==> config.mk <==
export PLATFORM = sky130hd
export DESIGN_NAME = matrix_scan_scheduler_flat
export DESIGN_NICKNAME = d
export VERILOG_FILES = /design/src/rtl/matrix_scan_scheduler_if.sv /design/src/rtl/matrix_scan_scheduler.sv /design/src/flat_wrapper.sv
export SDC_FILE = /design/constraint.sdc
export NUM_CORES = 1
export LEC_CHECK = 0
export CAP_MARGIN = 40
export CORE_MARGIN = 3
export CORE_UTILIZATION = 50
export CTS_CLUSTER_SIZE = 10
export DETAILED_ROUTE_END_ITERATION = 7
export GPL_TIMING_DRIVEN = 1
export PLACE_DENSITY = 0.7
export SETUP_SLACK_MARGIN = 0.15
export SLEW_MARGIN = 10
export SYNTH_ARGS = -nofsm -noshare
export SYNTH_HDL_FRONTEND = slang
export SYNTH_SLANG_ARGS = --single-unit
==> constraint.sdc <==
create_clock -name clk -period 2.66 [get_ports clk]
set_clock_uncertainty 0.1 [all_clocks]
set_input_delay 0.266 -clock clk [delete_from_list [all_inputs] [get_ports clk]]
set_output_delay 0.266 -clock clk [all_outputs]
set_load 0.02 [all_outputs]
==> src/rtl/matrix_scan_scheduler_if.sv <==
// rtl/matrix_scan_scheduler_if.sv - back-buffer write and swap handshake bundle
//
// Purpose: groups the producer-facing write and swap handshake of the
// matrix scan scheduler.
// Signals:
//   wr_valid  producer -> scheduler  write request to the back buffer
//   wr_ready  scheduler -> producer  back buffer accepts a write
//   wr_col    producer -> scheduler  column index 0..3
//   wr_data   producer -> scheduler  row bitmap, bit r = row r lit
//   swap_req  producer -> scheduler  request a back/front swap
//   swap_ack  scheduler -> producer  one-cycle pulse when the swap happens
// Modports: master (producer side), slave (scheduler side).

interface matrix_scan_scheduler_if;
  logic       wr_valid;
  logic       wr_ready;
  logic [1:0] wr_col;
  logic [7:0] wr_data;
  logic       swap_req;
  logic       swap_ack;

  modport master (
    output wr_valid,
    output wr_col,
    output wr_data,
    output swap_req,
    input  wr_ready,
    input  swap_ack
  );

  modport slave (
    input  wr_valid,
    input  wr_col,
    input  wr_data,
    input  swap_req,
    output wr_ready,
    output swap_ack
  );
endinterface

==> src/rtl/matrix_scan_scheduler.sv <==
// rtl/matrix_scan_scheduler.sv - double-buffered 8x4 LED matrix column scanner
//
// Purpose: time-multiplexes four columns of an 8-row LED matrix out of a
// double-buffered frame store. Each column gets BLANK_CYCLES all-off cycles
// followed by max(dwell,1) drive cycles. Buffer swaps requested by the
// producer take effect only at a frame boundary (or immediately when idle).
// Ports:
//   clk          rising-edge clock
//   rst_n        asynchronous active-low reset
//   enable       scanning enabled; low forces the matrix dark
//   dwell        drive cycles per column (0 treated as 1)
//   wr_if        slave side of the write/swap handshake
//   frame_start  pulse on the first drive cycle of column 0
//   io_out       row drive, active-low
//   io_col       column select, active-low, at most one bit low

module matrix_scan_scheduler #(
  parameter int DWELL_W      = 13,
  parameter int BLANK_CYCLES = 4
) (
  input  logic                 clk,
  input  logic                 rst_n,
  input  logic                 enable,
  input  logic [DWELL_W-1:0]   dwell,
  matrix_scan_scheduler_if.slave wr_if,
  output logic                 frame_start,
  output logic [7:0]           io_out,
  output logic [3:0]           io_col
);

  localparam int            BW         = (BLANK_CYCLES > 1) ? $clog2(BLANK_CYCLES) : 1;
  localparam logic [BW-1:0] BLANK_LOAD = BW'(BLANK_CYCLES - 1);

  typedef enum logic [1:0] {
    S_IDLE  = 2'd0,
    S_BLANK = 2'd1,
    S_DRIVE = 2'd2
  } state_t;

  state_t                    state_q, state_d;
  logic [1:0]                col_q, col_d;
  logic [DWELL_W-1:0]        cnt_q, cnt_d;
  logic [BW-1:0]             blank_q, blank_d;
  logic                      front_sel_q, front_sel_d;
  logic                      swap_pending_q, swap_pending_d;
  logic [1:0][3:0][7:0]      bank_q, bank_d;
  logic [7:0]                io_out_q, io_out_d;
  logic [3:0]                io_col_q, io_col_d;
  logic                      frame_start_q, frame_start_d;
  logic                      swap_ack_q, swap_ack_d;

  logic                      boundary;
  logic                      swap_exec;
  logic                      wr_accept;

  always_ff @(posedge clk or negedge rst_n) begin
    if (!rst_n) begin
      state_q        <= S_IDLE;
      col_q          <= 2'd0;
      cnt_q          <= '0;
      blank_q        <= '0;
      front_sel_q    <= 1'b0;
      swap_pending_q <= 1'b0;
      bank_q         <= '0;
      io_out_q       <= 8'hFF;
      io_col_q       <= 4'hF;
      frame_start_q  <= 1'b0;
      swap_ack_q     <= 1'b0;
    end else begin
      state_q        <= state_d;
      col_q          <= col_d;
      cnt_q          <= cnt_d;
      blank_q        <= blank_d;
      front_sel_q    <= front_sel_d;
      swap_pending_q <= swap_pending_d;
      bank_q         <= bank_d;
      io_out_q       <= io_out_d;
      io_col_q       <= io_col_d;
      frame_start_q  <= frame_start_d;
      swap_ack_q     <= swap_ack_d;
    end
  end

  always_comb begin
    state_d        = state_q;
    col_d          = col_q;
    cnt_d          = cnt_q;
    blank_d        = blank_q;
    front_sel_d    = front_sel_q;
    swap_pending_d = swap_pending_q;
    bank_d         = bank_q;
    io_out_d       = 8'hFF;
    io_col_d       = 4'hF;
    frame_start_d  = 1'b0;
    swap_ack_d     = 1'b0;
    boundary       = 1'b0;
    swap_exec      = 1'b0;
    wr_accept      = wr_if.wr_valid & ~swap_pending_q;

    case (state_q)
      S_IDLE: begin
        col_d = 2'd0;
        if (enable) begin
          state_d = S_BLANK;
          blank_d = BLANK_LOAD;
        end
      end
      S_BLANK: begin
        if (blank_q == '0) begin
          state_d = S_DRIVE;
          // dwell is sampled only here, so a change mid-column lands on the next one.
          cnt_d   = (dwell == '0) ? '0 : dwell - 1'b1;
        end else begin
          blank_d = blank_q - 1'b1;
        end
      end
      S_DRIVE: begin
        if (cnt_q == '0) begin
          col_d    = col_q + 2'd1;
          state_d  = S_BLANK;
          blank_d  = BLANK_LOAD;
          boundary = (col_q == 2'd3);
        end else begin
          cnt_d = cnt_q - 1'b1;
        end
      end
      default: begin
        state_d = S_IDLE;
      end
    endcase

    // Disable overrides everything; a swap still pending is picked up in IDLE.
    if (!enable) begin
      state_d  = S_IDLE;
      col_d    = 2'd0;
      boundary = 1'b0;
    end

    swap_exec = swap_pending_q & (boundary | (state_q == S_IDLE));
    if (swap_exec) begin
      front_sel_d    = ~front_sel_q;
      swap_pending_d = 1'b0;
    end else if (wr_if.swap_req && !swap_pending_q) begin
      swap_pending_d = 1'b1;
    end
    swap_ack_d = swap_exec;

    // A write in the same cycle as a new swap_req still targets the old back bank.
    if (wr_accept) begin
      bank_d[~front_sel_q][wr_if.wr_col] = wr_if.wr_data;
    end

    // Outputs are computed from the next state so the registered pins line up
    // with the state register. The front bank never changes on a BLANK->DRIVE
    // edge, so the current front_sel is the one being displayed.
    if (state_d == S_DRIVE) begin
      io_col_d      = ~(4'b0001 << col_d);
      io_out_d      = ~bank_q[front_sel_q][col_d];
      frame_start_d = (state_q == S_BLANK) && (col_d == 2'd0);
    end
  end

  assign wr_if.wr_ready = ~swap_pending_q;
  assign wr_if.swap_ack = swap_ack_q;
  assign frame_start    = frame_start_q;
  assign io_out         = io_out_q;
  assign io_col         = io_col_q;

endmodule

==> src/flat_wrapper.sv <==
// flat-port wrapper written by rule: the top's interface ports become plain ports
module matrix_scan_scheduler_flat 
#(
  parameter int DWELL_W      = 13,
  parameter int BLANK_CYCLES = 4
)
  (clk, rst_n, enable, dwell, frame_start, io_out, io_col, wr_if_wr_valid, wr_if_wr_col, wr_if_wr_data, wr_if_swap_req, wr_if_wr_ready, wr_if_swap_ack);
  matrix_scan_scheduler_if wr_if_i ();
  input  logic clk;
  input  logic rst_n;
  input  logic enable;
  input  logic [DWELL_W-1:0] dwell;
  output logic frame_start;
  output logic [7:0] io_out;
  output logic [3:0] io_col;
  input wire logic [$bits(wr_if_i.wr_valid)-1:0] wr_if_wr_valid;
  input wire logic [$bits(wr_if_i.wr_col)-1:0] wr_if_wr_col;
  input wire logic [$bits(wr_if_i.wr_data)-1:0] wr_if_wr_data;
  input wire logic [$bits(wr_if_i.swap_req)-1:0] wr_if_swap_req;
  output wire logic [$bits(wr_if_i.wr_ready)-1:0] wr_if_wr_ready;
  output wire logic [$bits(wr_if_i.swap_ack)-1:0] wr_if_swap_ack;
  assign wr_if_i.wr_valid = wr_if_wr_valid;
  assign wr_if_i.wr_col = wr_if_wr_col;
  assign wr_if_i.wr_data = wr_if_wr_data;
  assign wr_if_i.swap_req = wr_if_swap_req;
  assign wr_if_wr_ready = wr_if_i.wr_ready;
  assign wr_if_swap_ack = wr_if_i.swap_ack;
  matrix_scan_scheduler #(.DWELL_W(DWELL_W), .BLANK_CYCLES(BLANK_CYCLES)) u_core (.clk(clk), .rst_n(rst_n), .enable(enable), .dwell(dwell), .wr_if(wr_if_i), .frame_start(frame_start), .io_out(io_out), .io_col(io_col));
endmodule
==> summary.md <==
| Metric | Value |
|---|---|
| Avg Inst Size Synth | between 10 and 15 µm² |
| H-tree depth | 3 |
| VDD IR max | roughly 0.42 mV |
| Post-DR wirelength/cell | around 18 µm |
| Clock transition at path regs | about 100 ps |
| Critical path startpoint | u_core.cnt_q[0]$_DFFE_PN0P_ |
| Clock Tree Root | clkbuf_8 |
| Synthesis-stage register bit count | 99 |
| Routed vias/inst | about 5.7 |
| Pre-Repair DR Iteration Count | 4 |
| Syn Nets | 451 |
| Post-Route Utilization | approximately three fifths |
| Slew Viols, Final | 0 |
| Layout Area Growth over Synthesis | 16.70% |
| Slew margin rel. | between 50% and 60% |
| Tot GR Track Use | around a fifth |
| Core Box Area | roughly 9800 µm² |
| Vias in the first global route | about 3,500 |
| Reg2reg setup slack | roughly 360 ps |
| Pwr Total | between 4 and 5 mW |
| Filler cell count | between 800 and 900 |
| Post-layout worst setup margin | between 300 and 400 ps |
| DRT iter0 DRCs | roughly 130 |
| Setup CP Type | reg2reg |
| Clk_lat worst skew | about 370 ps |
| Tcrit/Tclk final | 86.54% |
| Post-synth EDFFs | 0 |
| Outcome | finished, final reports clean |
| CTS sink count | 99 |
| Fmax achieved | about 430 MHz |
| Worst setup SP type | register |
| Routed Antenna Nets | 0 |
| Async S/R FF share, synth | 100.0% |
| Largest net degree at the start of global routing | between 50 and 60 |
| Post-DP HPWL | 7379 µm |
| # DRC | 0 |
| Die width | approximately 110 µm |
| Grt total ovfl | 0 |
| CTS max path bufs | 2 |
| Setup repair after global routing missed its margin | no |
| Final wirelength | approximately 11,000 µm |
| Reg2Reg Depth | 8 |
| Synth cell types | 56 |
| Synthesized cell area | 5036 µm² |
| Die height | 106.4 µm |
| CP Data Required Time | between 2000 and 3000 ps |
| Tmin final | between 2000 and 2500 ps |
| IO buf count | 42 |
| Worst min-delay path category | in2async |
| Final net count | roughly 510 |
| Dpl cells | 590 |
| Fin Setup TNS | 0 ps |
| Row count | 36 |
| Seq/Total Area, Yosys | just under 50% |
| Starting density of the core | between 50% and 60% |
| Final setup violation count | 0 |
| GPL Wtd Cong | about 0.85 |
| Antenna fix cells | 0 |
| Die area | between 10,000 and 15,000 µm² |
| Crit end category | register |
| R2r startpoint | u_core.cnt_q[0]$_DFFE_PN0P_ |
| Number of buffers created by CTS | 9 |
| Crit path DAT | around 2500 ps |
| Least-Margin Pin Slew | approximately 700 ps |
| IO Pins | 43 |
| YS warnings | 0 |
| Final Hold Viols | 0 |
| FF-to-FF End | u_core.frame_start$_DFF_PN0_ |
| CTS tree | built |
| Total number of vias | about 3,500 |
| Largest fanout on the critical path | 13 |
| First-pass GRT wire length | ~17,000 µm |
| Leak | roughly 2.5 nW |
| Syn Inst Count | 413 |
| Pwr dens | about 840 nW/µm² |
| Main synth FF type | dfrtp_1 |
| Layout cells sized above 1 | between 20% and 30% |
| Initial antenna violation count | 0 |
| Non-Filler Instances | between 600 and 700 |
| Dpl ws | approximately 320 ps |
| Max Cap Viol | 0 |
[critical path, stage by stage (launching register included)]
cell and delay, ps:
dfrtp_1 400, inv_1 100, ha_1 200, nor4b_2 160
and4_1 340, or3_4 380, a211oi_4 140, buf_4 240
and3_1 170
[what timing repair did]
action | 4_1_cts | 5_1_grt
hold endpoints to repair | 41 | 0
resized for setup | 0 | 0
setup buffers | 0 | 0
hold buffers | 1 | 0
[flip-flops by register name, indices dropped and copies added, names as in the netlist]
register / cells
u_core.col_q: 2
u_core.bank_q: 64
u_core.io_col: 4
u_core.blank_q: 2
u_core.front_sel_q: 1
u_core.frame_start: 1
u_core.wr_if.swap_ack: 1
u_core.io_out: 8
u_core.cnt_q: 13
u_core.state_q: 2
u_core.swap_pending_q: 1
[placed cells by master, fill, tap and decap left out, drive strengths merged, types with 12 or more instances in the layout]
master,count
clkdlybuf4s50,41
nor2,14
dfrtp,87
mux2i,17
inv,16
buf,19
a21oi,13
nand2,22
nand3,19
mux2,81
dfstp,12
[power breakdown]
group / internal, mW / switching, mW
registers: 2.05 / 0.331
clock network: 0.447 / 0.548
logic: 0.889 / 0.645
[Yosys cell counts (all sizes together), types with 4 or more instances]
cell	instances	area share, %
o21ai	7	0.77
nor3b	4	0.79
nand4	4	0.62
nand2	22	1.6
o221ai	8	1.4
a22oi	8	1.2
ha	10	2.5
clkbuf	4	0.30
o22a	8	1.4
nand3	19	2.0
dfstp	12	6.3
or3	4	0.60
buf	12	1.4
mux2i	17	3.6
a21oi	13	1.3
nor4	11	2.1
nor2	14	1.0
inv	13	0.97
xor2	7	1.2
mux2	81	18
and3	4	0.50
nand2b	4	0.50
dfrtp	87	43
[layout make-up]
class | instances | area, µm² | share of cell area (%)
multi-input combinational | 285 | 2407 | 40.96
inverter | 13 | 48.80 | 0.8303
sequential | 99 | 2492 | 42.41
timing repair buffer | 61 | 563.0 | 9.581
tap | 133 | 166.4 | 2.832
clock inverter | 6 | 71.32 | 1.214
clock buffer | 10 | 127.6 | 2.172
[how the worst max path moves through the flow]
stage	to	slack [ps]	cells past startpoint
final	u_core.frame_start$_DFF_PN0_	360	8
after global routing	u_core.io_out[3]$_DFF_PN1_	190	7
after CTS	u_core.frame_start$_DFF_PN0_	360	8
after detailed placement	u_core.cnt_q[5]$_DFFE_PN0P_	320	8
after global placement	u_core.cnt_q[3]$_DFFE_PN0P_	340	8
after floorplan	u_core.io_out[0]$_DFF_PN1_	590	9
[layer usage]
metal	GRT usage, %	share of wire, %	up-vias
li1	-	-	1661
met1	27.58	45	1711
met2	31.54	47	90
met3	2.550	6.1	10
met4	6.753	1.2	0
met5	0	0	-
[cells by family (layout without fill, tap and decap cells)]
| family | Yosys count | count (layout) | share of synthesized area [%] |
|---|---|---|---|
| AND/OR/NAND/NOR | 100 | 100 | 11.93 |
| buffers and inverters | 29 | 90 | 2.708 |
| multiplexers | 98 | 98 | 21.74 |
| adder cells (fa/ha/maj) | 10 | 10 | 2.484 |
| AO/OA/AOI/OAI | 67 | 67 | 9.913 |
| flip-flops | 99 | 99 | 49.49 |
| XOR/XNOR | 10 | 10 | 1.739 |
[per-stage QoR]
stage | cell area (µm²) | hold WS (ps)
6_report | 5877 | 356.8
5_1_grt | 5877 | 394.3
3_3_place_gp | 5668 | 223.2
4_1_cts | 5877 | 362.7
3_5_place_dp | 5668 | 235.6
2_1_floorplan | 5036 | -129.6
(Power assumes the default switching activity.)
